--- config.mk ---
export PLATFORM = sky130hd
export DESIGN_NAME = usb_bus_responder_flat
export DESIGN_NICKNAME = d
export VERILOG_FILES = /design/src/rtl/usb_bus_responder_if.sv /design/src/rtl/usb_bus_responder.sv /design/src/flat_wrapper.sv
export SDC_FILE = /design/constraint.sdc
export NUM_CORES = 1
export LEC_CHECK = 0
export CAP_MARGIN = 20
export CORE_MARGIN = 4
export CORE_UTILIZATION = 47
export CTS_CLUSTER_SIZE = 24
export DETAILED_ROUTE_END_ITERATION = 8
export PLACE_DENSITY = 0.84
export REMOVE_ABC_BUFFERS = 1
export SLEW_MARGIN = 0
export SYNTH_ARGS = -nofsm -noshare
export SYNTH_HDL_FRONTEND = slang
export SYNTH_SLANG_ARGS = --single-unit
--- constraint.sdc ---
create_clock -name usb_clk -period 2.1 [get_ports usb_clk]
set_input_delay 0.525 -clock usb_clk [delete_from_list [all_inputs] [get_ports usb_clk]]
set_output_delay 0.525 -clock usb_clk [all_outputs]
set_load 0.01 [all_outputs]
--- src/rtl/usb_bus_responder_if.sv ---
// Bus bundle between the SAM3U parallel register bus pads and the FPGA register blocks.
//   usb_addr/usb_din/usb_rdn/usb_wrn/usb_cen : host-driven bus (USB_A, USB_D in, nRD, nWR, nCE)
//   usb_dout/usb_isout                       : USB_D output path and its tristate enable
//   reg_*                                    : single-cycle internal register bus
//   bus_err                                  : sticky protocol error flag
// slave  : the responder side
// master : the host pads plus register blocks
interface usb_bus_responder_if #(
  parameter int unsigned pADDR_WIDTH   = 20,
  parameter int unsigned pBYTECNT_SIZE = 7
);
  logic [pADDR_WIDTH-1:0]               usb_addr;
  logic [7:0]                           usb_din;
  logic [7:0]                           usb_dout;
  logic                                 usb_isout;
  logic                                 usb_rdn;
  logic                                 usb_wrn;
  logic                                 usb_cen;
  logic [pADDR_WIDTH-pBYTECNT_SIZE-1:0] reg_address;
  logic [pBYTECNT_SIZE-1:0]             reg_bytecnt;
  logic [7:0]                           reg_datao;
  logic [7:0]                           reg_datai;
  logic                                 reg_addrvalid;
  logic                                 reg_read;
  logic                                 reg_write;
  logic                                 bus_err;

  modport slave (
    input  usb_addr, usb_din, usb_rdn, usb_wrn, usb_cen, reg_datai,
    output usb_dout, usb_isout, reg_address, reg_bytecnt, reg_datao,
           reg_addrvalid, reg_read, reg_write, bus_err
  );

  modport master (
    output usb_addr, usb_din, usb_rdn, usb_wrn, usb_cen, reg_datai,
    input  usb_dout, usb_isout, reg_address, reg_bytecnt, reg_datao,
           reg_addrvalid, reg_read, reg_write, bus_err
  );
endinterface

--- src/rtl/usb_bus_responder.sv ---
// Responder for the SAM3U parallel register bus. Turns each host nRD/nWR strobe
// into one reg_read or reg_write pulse and owns the USB_D tristate direction.
// Ports:
//   usb_clk : bus and logic clock
//   resetn  : asynchronous active-low reset
//   bus     : usb_bus_responder_if.slave (USB pads side and register bus side)
// Optional feature macro: USB_BUS_ERR_EN
//   Adds a sticky bus_err flag and an 8-bit saturating violation counter that is
//   read back at register index 0x7F (a write to that index clears it).
//   Without it bus_err is tied low and index 0x7F is an ordinary register.
module usb_bus_responder #(
  parameter int unsigned pADDR_WIDTH   = 20,
  parameter int unsigned pBYTECNT_SIZE = 7,
  parameter int unsigned pREAD_LAT     = 2
) (
  input  logic                usb_clk,
  input  logic                resetn,
  usb_bus_responder_if.slave  bus
);

  localparam int unsigned IDX_W = pADDR_WIDTH - pBYTECNT_SIZE;
  localparam int unsigned CNT_W = 3;
  localparam logic [CNT_W-1:0] WAIT_LAST = CNT_W'(pREAD_LAT);

  typedef enum logic [2:0] {
    IDLE     = 3'd0,
    WRITE    = 3'd1,
    RD_WAIT  = 3'd2,
    RD_DRIVE = 3'd3,
    HOLD     = 3'd4
  } state_t;

  // Input registers; the _q copies give the previous sample for edge detection.
  logic [pADDR_WIDTH-1:0] r_addr;
  logic [7:0]             r_din;
  logic                   r_rdn, r_wrn, r_cen;
  logic                   r_rdn_q, r_wrn_q;

  always_ff @(posedge usb_clk or negedge resetn) begin
    if (!resetn) begin
      r_addr  <= '0;
      r_din   <= '0;
      r_rdn   <= 1'b1;
      r_wrn   <= 1'b1;
      r_cen   <= 1'b1;
      r_rdn_q <= 1'b1;
      r_wrn_q <= 1'b1;
    end else begin
      r_addr  <= bus.usb_addr;
      r_din   <= bus.usb_din;
      r_rdn   <= bus.usb_rdn;
      r_wrn   <= bus.usb_wrn;
      r_cen   <= bus.usb_cen;
      r_rdn_q <= r_rdn;
      r_wrn_q <= r_wrn;
    end
  end

  logic fall_rd_c, fall_wr_c;
  assign fall_rd_c = r_rdn_q & ~r_rdn;
  assign fall_wr_c = r_wrn_q & ~r_wrn;

  state_t             state, state_d;
  logic [CNT_W-1:0]   cnt, cnt_d;
  logic [7:0]         dout_q, dout_d;
  logic               isout_q, isout_d;
  logic [IDX_W-1:0]   idx_q, idx_d;
  logic [pBYTECNT_SIZE-1:0] bc_q, bc_d;
  logic [7:0]         datao_q, datao_d;
  logic               av_q, av_d;
  logic               read_q, read_d;
  logic               write_q, write_d;
  logic [7:0]         rd_data_c;

`ifdef USB_BUS_ERR_EN
  // Violation detection, sticky flag and saturating counter at index 0x7F.
  logic [pADDR_WIDTH-1:0] r_addr_q;
  logic                   err_q;
  logic [7:0]             err_cnt;
  logic                   both_now_c, both_prev_c, err_event_c, cnt_clr_c;

  assign both_now_c  = ~r_rdn & ~r_wrn;
  assign both_prev_c = ~r_rdn_q & ~r_wrn_q;
  // Each violation counts once: both-low on its onset, not every cycle it lasts.
  assign err_event_c = (both_now_c & ~both_prev_c)
                     | ((fall_rd_c | fall_wr_c) & r_cen)
                     | ((state == RD_DRIVE) && (r_addr != r_addr_q));
  assign cnt_clr_c   = write_q && (idx_q == IDX_W'(7'h7F));
  assign rd_data_c   = (idx_q == IDX_W'(7'h7F)) ? err_cnt : bus.reg_datai;

  always_ff @(posedge usb_clk or negedge resetn) begin
    if (!resetn) begin
      r_addr_q <= '0;
      err_q    <= 1'b0;
      err_cnt  <= '0;
    end else begin
      r_addr_q <= r_addr;
      err_q    <= err_q | err_event_c;
      if (cnt_clr_c) begin
        err_cnt <= '0;
      end else if (err_event_c && (err_cnt != 8'hFF)) begin
        err_cnt <= err_cnt + 8'd1;
      end
    end
  end

  assign bus.bus_err = err_q;
`else
  assign rd_data_c   = bus.reg_datai;
  assign bus.bus_err = 1'b0;
`endif

  // State and registered outputs.
  always_ff @(posedge usb_clk or negedge resetn) begin
    if (!resetn) begin
      state   <= IDLE;
      cnt     <= '0;
      dout_q  <= '0;
      isout_q <= 1'b0;
      idx_q   <= '0;
      bc_q    <= '0;
      datao_q <= '0;
      av_q    <= 1'b0;
      read_q  <= 1'b0;
      write_q <= 1'b0;
    end else begin
      state   <= state_d;
      cnt     <= cnt_d;
      dout_q  <= dout_d;
      isout_q <= isout_d;
      idx_q   <= idx_d;
      bc_q    <= bc_d;
      datao_q <= datao_d;
      av_q    <= av_d;
      read_q  <= read_d;
      write_q <= write_d;
    end
  end

  // Next state and next output values; strobes default low so each is one cycle.
  always_comb begin
    state_d = state;
    cnt_d   = cnt;
    dout_d  = dout_q;
    isout_d = isout_q;
    idx_d   = idx_q;
    bc_d    = bc_q;
    datao_d = datao_q;
    av_d    = av_q;
    read_d  = 1'b0;
    write_d = 1'b0;

    case (state)
      IDLE: begin
        av_d    = 1'b0;
        isout_d = 1'b0;
        // Write is checked first so simultaneous strobes resolve to a write.
        if (!r_cen && fall_wr_c) begin
          state_d = WRITE;
          idx_d   = r_addr[pADDR_WIDTH-1:pBYTECNT_SIZE];
          bc_d    = r_addr[pBYTECNT_SIZE-1:0];
          datao_d = r_din;
          av_d    = 1'b1;
          write_d = 1'b1;
        end else if (!r_cen && fall_rd_c) begin
          state_d = RD_WAIT;
          idx_d   = r_addr[pADDR_WIDTH-1:pBYTECNT_SIZE];
          bc_d    = r_addr[pBYTECNT_SIZE-1:0];
          av_d    = 1'b1;
          read_d  = 1'b1;
          cnt_d   = '0;
        end
      end
      WRITE: begin
        state_d = HOLD;
      end
      RD_WAIT: begin
        cnt_d = cnt + CNT_W'(1);
        if (cnt == WAIT_LAST) begin
          cnt_d = cnt;
          // A host that already let go of the bus is never driven.
          if (r_cen || r_rdn) begin
            state_d = HOLD;
          end else begin
            dout_d  = rd_data_c;
            isout_d = 1'b1;
            state_d = RD_DRIVE;
          end
        end
      end
      RD_DRIVE: begin
        if (r_rdn || r_cen) begin
          isout_d = 1'b0;
          state_d = HOLD;
        end
      end
      HOLD: begin
        if (r_rdn && r_wrn) begin
          av_d    = 1'b0;
          state_d = IDLE;
        end
      end
      default: begin
        isout_d = 1'b0;
        av_d    = 1'b0;
        state_d = IDLE;
      end
    endcase
  end

  assign bus.usb_dout      = dout_q;
  assign bus.usb_isout     = isout_q;
  assign bus.reg_address   = idx_q;
  assign bus.reg_bytecnt   = bc_q;
  assign bus.reg_datao     = datao_q;
  assign bus.reg_addrvalid = av_q;
  assign bus.reg_read      = read_q;
  assign bus.reg_write     = write_q;

endmodule
--- src/flat_wrapper.sv ---
// flat-port wrapper written by rule: the top's interface ports become plain ports
module usb_bus_responder_flat 
#(
  parameter int unsigned pADDR_WIDTH   = 20,
  parameter int unsigned pBYTECNT_SIZE = 7,
  parameter int unsigned pREAD_LAT     = 2
)
  (usb_clk, resetn, bus_usb_addr, bus_usb_din, bus_usb_rdn, bus_usb_wrn, bus_usb_cen, bus_reg_datai, bus_usb_dout, bus_usb_isout, bus_reg_address, bus_reg_bytecnt, bus_reg_datao, bus_reg_addrvalid, bus_reg_read, bus_reg_write, bus_bus_err);
  usb_bus_responder_if #(.pADDR_WIDTH(pADDR_WIDTH), .pBYTECNT_SIZE(pBYTECNT_SIZE)) bus_i ();
  input  logic usb_clk;
  input  logic resetn;
  input wire logic [$bits(bus_i.usb_addr)-1:0] bus_usb_addr;
  input wire logic [$bits(bus_i.usb_din)-1:0] bus_usb_din;
  input wire logic [$bits(bus_i.usb_rdn)-1:0] bus_usb_rdn;
  input wire logic [$bits(bus_i.usb_wrn)-1:0] bus_usb_wrn;
  input wire logic [$bits(bus_i.usb_cen)-1:0] bus_usb_cen;
  input wire logic [$bits(bus_i.reg_datai)-1:0] bus_reg_datai;
  output wire logic [$bits(bus_i.usb_dout)-1:0] bus_usb_dout;
  output wire logic [$bits(bus_i.usb_isout)-1:0] bus_usb_isout;
  output wire logic [$bits(bus_i.reg_address)-1:0] bus_reg_address;
  output wire logic [$bits(bus_i.reg_bytecnt)-1:0] bus_reg_bytecnt;
  output wire logic [$bits(bus_i.reg_datao)-1:0] bus_reg_datao;
  output wire logic [$bits(bus_i.reg_addrvalid)-1:0] bus_reg_addrvalid;
  output wire logic [$bits(bus_i.reg_read)-1:0] bus_reg_read;
  output wire logic [$bits(bus_i.reg_write)-1:0] bus_reg_write;
  output wire logic [$bits(bus_i.bus_err)-1:0] bus_bus_err;
  assign bus_i.usb_addr = bus_usb_addr;
  assign bus_i.usb_din = bus_usb_din;
  assign bus_i.usb_rdn = bus_usb_rdn;
  assign bus_i.usb_wrn = bus_usb_wrn;
  assign bus_i.usb_cen = bus_usb_cen;
  assign bus_i.reg_datai = bus_reg_datai;
  assign bus_usb_dout = bus_i.usb_dout;
  assign bus_usb_isout = bus_i.usb_isout;
  assign bus_reg_address = bus_i.reg_address;
  assign bus_reg_bytecnt = bus_i.reg_bytecnt;
  assign bus_reg_datao = bus_i.reg_datao;
  assign bus_reg_addrvalid = bus_i.reg_addrvalid;
  assign bus_reg_read = bus_i.reg_read;
  assign bus_reg_write = bus_i.reg_write;
  assign bus_bus_err = bus_i.bus_err;
  usb_bus_responder #(.pADDR_WIDTH(pADDR_WIDTH), .pBYTECNT_SIZE(pBYTECNT_SIZE), .pREAD_LAT(pREAD_LAT)) u_core (.usb_clk(usb_clk), .resetn(resetn), .bus(bus_i));
endmodule
=== Word level (Yosys, flattened, before mapping) ===
Index checks and enable logic that the tools add are counted.
Widths: inputs -> output; s select.

* Register bits after elaboration: 79
* Input bits: 41
* Output and inout port bits: 41
* Word-level logic and storage cells: 82

* Add/sub/neg operators: 1
* Equality and inequality tests: 13
* Multiplexer cells: 27
* Bitwise logic cells: 7
* Reduce and logical (&&, ||, !) cells: 17

{| class="wikitable"
|+ Operators by type and width
! operator !! number
|-
| $mux 3 || 9
|-
| $mux 13 || 2
|-
| $pmux 3 s5 || 1
|-
| $mux 7 || 2
|-
| $reduce_and 4->1 || 3
|-
| $mux 1 || 10
|-
| $eq 3x2->1 const B || 3
|-
| $ne 2x1->1 const B || 4
|-
| $ne 2x2->1 const B || 3
|-
| $pmux 1 s3 || 2
|-
| $pmux 3 s2 || 1
|-
| $reduce_and 2->1 || 3
|-
| $not 1->1 || 5
|-
| $reduce_bool 2->1 || 2
|-
| $add 3x1->3 const B || 1
|-
| $eq 3x1->1 const B || 1
|-
| $eq 3x3->1 const B || 1
|-
| $logic_and 1x1->1 || 3
|-
| $logic_not 3->1 || 1
|-
| $ne 3x1->1 const B || 1
|-
| $reduce_and 3->1 || 1
|-
| $reduce_or 3->1 || 1
|-
| $and 1x1->1 || 2
|-
| $reduce_or 2->1 || 1
|-
| 2 further kinds || 2
|}

=== Depth between registers and ports, before layout ===
* Depth after elaboration: 6
* Mapped depth: 6
* Mapped depth without buffers: 6

=== Least setup slack after synthesis ===
OpenSTA, ideal clock, no wires.

* Path kind: register -> register
* From: register u_core.state[0]
* To: register u_core.idx_q[0], in the netlist u_core.bus.reg_address[0]
* Library setup time: 0.125 ns
* Arrival: 1.745 ns
* Required time: 1.975 ns
* Path slack: 0.230 ns
* Stages on the path, launching flop included: 7
* Clock period less this slack: 1.870 ns
* Cell sequence: dfrtp_1 -> or4_1 -> or2_1 -> inv_2 -> nor2_2 -> buf_6 -> mux2_4

* Longest elaborated chain between the ends: 2

{| class="wikitable"
|+ RTL lines
! item !! RTL line !! text
|-
| from (decl) || usb_bus_responder.sv:63 || <nowiki>state_t state, state_d;</nowiki>
|-
| from (signal assigned) || usb_bus_responder.sv:127 || <nowiki>state <= state_d;</nowiki>
|-
| $logic_not 3->1 || usb_bus_responder.sv:153 || <nowiki>case (state)</nowiki>
|-
| $reduce_and 2->1 (no source line) || n/a ||
|-
| to (signal assigned) || usb_bus_responder.sv:131 || <nowiki>idx_q <= idx_d;</nowiki>
|-
| to (decl) || usb_bus_responder.sv:67 || <nowiki>logic [IDX_W-1:0] idx_q, idx_d;</nowiki>
|}

Every way passes these cells.
A chain may end at the register's enable or synchronous reset.

=== Worst setup path in the final report ===
* From: register u_core.state[0]
* To: register u_core.bc_q[6], in the netlist u_core.bus.reg_bytecnt[6]

* Longest elaborated chain between the ends: 2

{| class="wikitable"
|+ RTL lines
! item !! RTL line !! text
|-
| $logic_not 3->1 || usb_bus_responder.sv:153 ||
|-
| $reduce_and 2->1 (no source line) || n/a ||
|-
| to (signal assigned) || usb_bus_responder.sv:121 || <nowiki>bc_q <= '0;</nowiki>
|-
| to (signal assigned) || usb_bus_responder.sv:132 || <nowiki>bc_q <= bc_d;</nowiki>
|-
| to (decl) || usb_bus_responder.sv:68 || <nowiki>logic [pBYTECNT_SIZE-1:0] bc_q, bc_d;</nowiki>
|}

Every way passes these cells.

==> flow_summary.json <==
{
  "grt_util_all_layers": 0.161,
  "relSlewSlack": 0.635,
  "crit_path_end_kind": "flop",
  "netlist_area_mm2": 0.00281,
  "syn_to_final_growth_pct": 42.6,
  "period_minus_slack_ns": 1.91,
  "grt_pass1_wl_um": 9050,
  "synth_cell_types": 35,
  "fp.dieW_um": 85.4,
  "cp_slowest_cell": "or4_1",
  "io_pins": 82,
  "ant_nets": 0,
  "critPathTopFamily": "simple AND/OR/NAND/NOR gates",
  "maxSlewViolCount": 0,
  "cts_resized": 0,
  "path_max_fanout": 20,
  "grt_max_degree": 47,
  "maxCapViolCount": 0,
  "startpoint_type": "flop",
  "antenna_found_initial": 0,
  "post-dp-hpwl_um": 3990,
  "core_area_mm2": 0.00564,
  "worstPathCellList": "or4_1, or2_1, inv_2, nor2_2, buf_12, mux2_4",
  "cpPeakStageDelay_ns": 0.55,
  "final_common_cell": "clkdlybuf4s50_1",
  "cts_hold_buf": 0,
  "drc": 0,
  "via_per_inst": 4.93,
  "h-tree-depth": 3,
  "tritoncts": "yes",
  "worst_slew_pin_slew_ns": 0.548,
  "finalSetupViolations": 0,
  "cts_buffer_depth": 2,
  "skew_ns": 0.00472,
  "portBuffers": 80,
  "status": "finished, final reports clean",
  "place_area_mm2": 0.00375,
  "ys_warn_count": 0,
  "die_h_um": 85.4,
  "layout_common_cells": "clkdlybuf4s50_1, dfrtp_1, nand2_1",
  "worstPathRequired_ns": 2.32,
  "peakVddDrop_mv": 0.864,
  "power.leakage_nw": 1.86,
  "min-delay-path-class": "input pin to async pin",
  "power.density_mw_per_mm2": 1380,
  "place_congestion": 0.815,
  "wl_per_cell_um": 15.4,
  "ys_seq_elements": 79,
  "syn_inst": 186,
  "fin_hold_ws_ns": 0.169,
  "critical_path_arrival_ns": 2.13,
  "finalHoldViolCount": 0,
  "fmax_mhz": 524,
  "critical_path_class": "flop to flop",
  "worstSkewPairLatency_ns": 0.33,
  "synth_area_per_cell_um2": 15.1,
  "nets": 324,
  "path_clk_slew_ns": 0.08,
  "rsz0062_at_grt": "no",
  "fin_crit_sh": 0.909,
  "grt_overflow": 0,
  "first_pass_iters": 4,
  "seq_area_frac_synth": 0.705,
  "grt_pass1_vias": 1892,
  "dr_total_vias": 1766,
  "clock_sinks": 79,
  "cp_num_buf_inv": 2,
  "cts_setup_buffers": 0,
  "placementRows": 27,
  "drtIter0Drc": 41,
  "cts_buffers": 9,
  "final_cell_area_mm2": 0.00401,
  "root_buffer": "clkbuf_8",
  "drive_gt1_frac": 0.224,
  "routed_wl_um": 5500,
  "start_util": 0.499,
  "die_area_mm2": 0.00729,
  "diodes": 0
}
==> state kept, by name, indices dropped and copies added (netlist names) <==
| name | flops |
|---|---|
| u_core.r_addr | 20 |
| u_core.bus.reg_address | 13 |
| u_core.bus.reg_datao | 8 |
| u_core.bus.usb_dout | 8 |
| u_core.r_din | 8 |
| u_core.bus.reg_bytecnt | 7 |
| u_core.cnt | 3 |
| u_core.state | 3 |
| u_core.bus.reg_addrvalid | 1 |
| u_core.bus.reg_read | 1 |
| u_core.bus.reg_write | 1 |
| u_core.bus.usb_isout | 1 |
| u_core.r_cen | 1 |
| u_core.r_rdn | 1 |
| u_core.r_rdn_q | 1 |
| u_core.r_wrn | 1 |
| u_core.r_wrn_q | 1 |
==> layout make-up <==
class                   count  area, um2
multi-input cells          97        773
clock buffers              12        165
well taps                  72       90.1
inverters                   4       15.0
fillers                   351       1630
flip-flops and latches     79       1980
clock inverters             4       98.8
repair buffers             90        886
==> power breakdown <==
| part | leakage (nW) | total, mW | switching [mW] | internal, mW |
|---|---|---|---|---|
| clock network | 0.133 | 1.41 | 0.523 | 0.892 |
| logic | 0.783 | 1.92 | 0.712 | 1.21 |
| registers | 0.941 | 2.21 | 0.252 | 1.96 |
==> stage by stage <==
stage	util	power, mW	worst slack, ns	TNS [ns]	instances
2_1_floorplan	-	3.09	-0.338	-6.75	180
3_5_place_dp	0.664	4.18	0.209	0	342
4_1_cts	0.711	5.62	0.194	0	358
5_1_grt	0.711	5.84	0.126	0	358
6_report	0.711	5.55	0.191	0	358
3_3_place_gp	0.664	4.10	0.254	0	342
==> synthesized netlist by cell type <==
library cell / count / area share
o311ai_0: 1 / 0.0031
or2_2: 1 / 0.0022
clkbuf_1: 2 / 0.0027
a211o_1: 2 / 0.0062
or4_1: 2 / 0.0053
or2_1: 1 / 0.0022
inv_1: 3 / 0.0040
o22ai_1: 1 / 0.0022
conb_1: 1 / 0.0013
dfrtp_1: 74 / 0.66
nand2_1: 27 / 0.036
nor2_2: 1 / 0.0022
buf_6: 2 / 0.0080
and3_1: 1 / 0.0022
nand3_1: 3 / 0.0053
inv_2: 1 / 0.0013
nand2b_1: 4 / 0.0089
a21oi_1: 2 / 0.0036
buf_2: 1 / 0.0018
o21ai_0: 4 / 0.0071
nor2_1: 5 / 0.0067
a221oi_1: 1 / 0.0031
nor3_1: 1 / 0.0018
o41ai_1: 1 / 0.0031
o21bai_1: 1 / 0.0027
buf_4: 1 / 0.0027
ha_1: 2 / 0.0089
a22o_1: 1 / 0.0031
a21boi_0: 2 / 0.0053
dfstp_2: 5 / 0.047
mux2_4: 20 / 0.11
nor4b_1: 1 / 0.0031
a32o_1: 1 / 0.0036
nor3b_1: 1 / 0.0027
mux2_2: 9 / 0.036
==> worst paths after layout <==
path / startpoint / endpoint / slack [ns] / depth (start not counted)
worst max-delay path: u_core.state[0]$_DFFE_PN0P_ / u_core.bus.reg_bytecnt[6]$_DFFE_PN0P_ / 0.19 / 6
worst max register to register: u_core.state[0]$_DFFE_PN0P_ / u_core.bus.reg_bytecnt[6]$_DFFE_PN0P_ / 0.19 / 6
worst min register to register: u_core.r_wrn$_DFF_PN1_ / u_core.r_wrn_q$_DFF_PN1_ / 0.38 / 0
min in group usb_clk: u_core.r_wrn$_DFF_PN1_ / u_core.r_wrn_q$_DFF_PN1_ / 0.38 / 0
worst min-delay path: resetn / u_core.bus.reg_bytecnt[1]$_DFFE_PN0P_ / 0.17 / 1
max in group asynchronous: resetn / u_core.r_wrn$_DFF_PN1_ / 1.29 / 2
==> cell families (layout without fill, tap and decap cells) <==
| logic type | Yosys count | count (layout) | share of synthesized area |
|---|---|---|---|
| flops | 79 | 79 | 0.705 |
| simple gates | 48 | 48 | 0.0787 |
| mux | 29 | 29 | 0.143 |
| compound gates | 17 | 17 | 0.0431 |
| buf+inv | 10 | 110 | 0.0205 |
| fa+ha+maj | 2 | 2 | 0.00889 |
| other cells | 1 | 1 | 0.00133 |
==> layer usage <==
metal  up-vias  track usage  wire (um)
met5         -            0          0
met4         0       0.0705        115
met3         9       0.0524        350
met2        60        0.271       2770
met1       884        0.186       2270
li1        813            -          -
No activity file was read; power rests on OpenSTA's default activity.
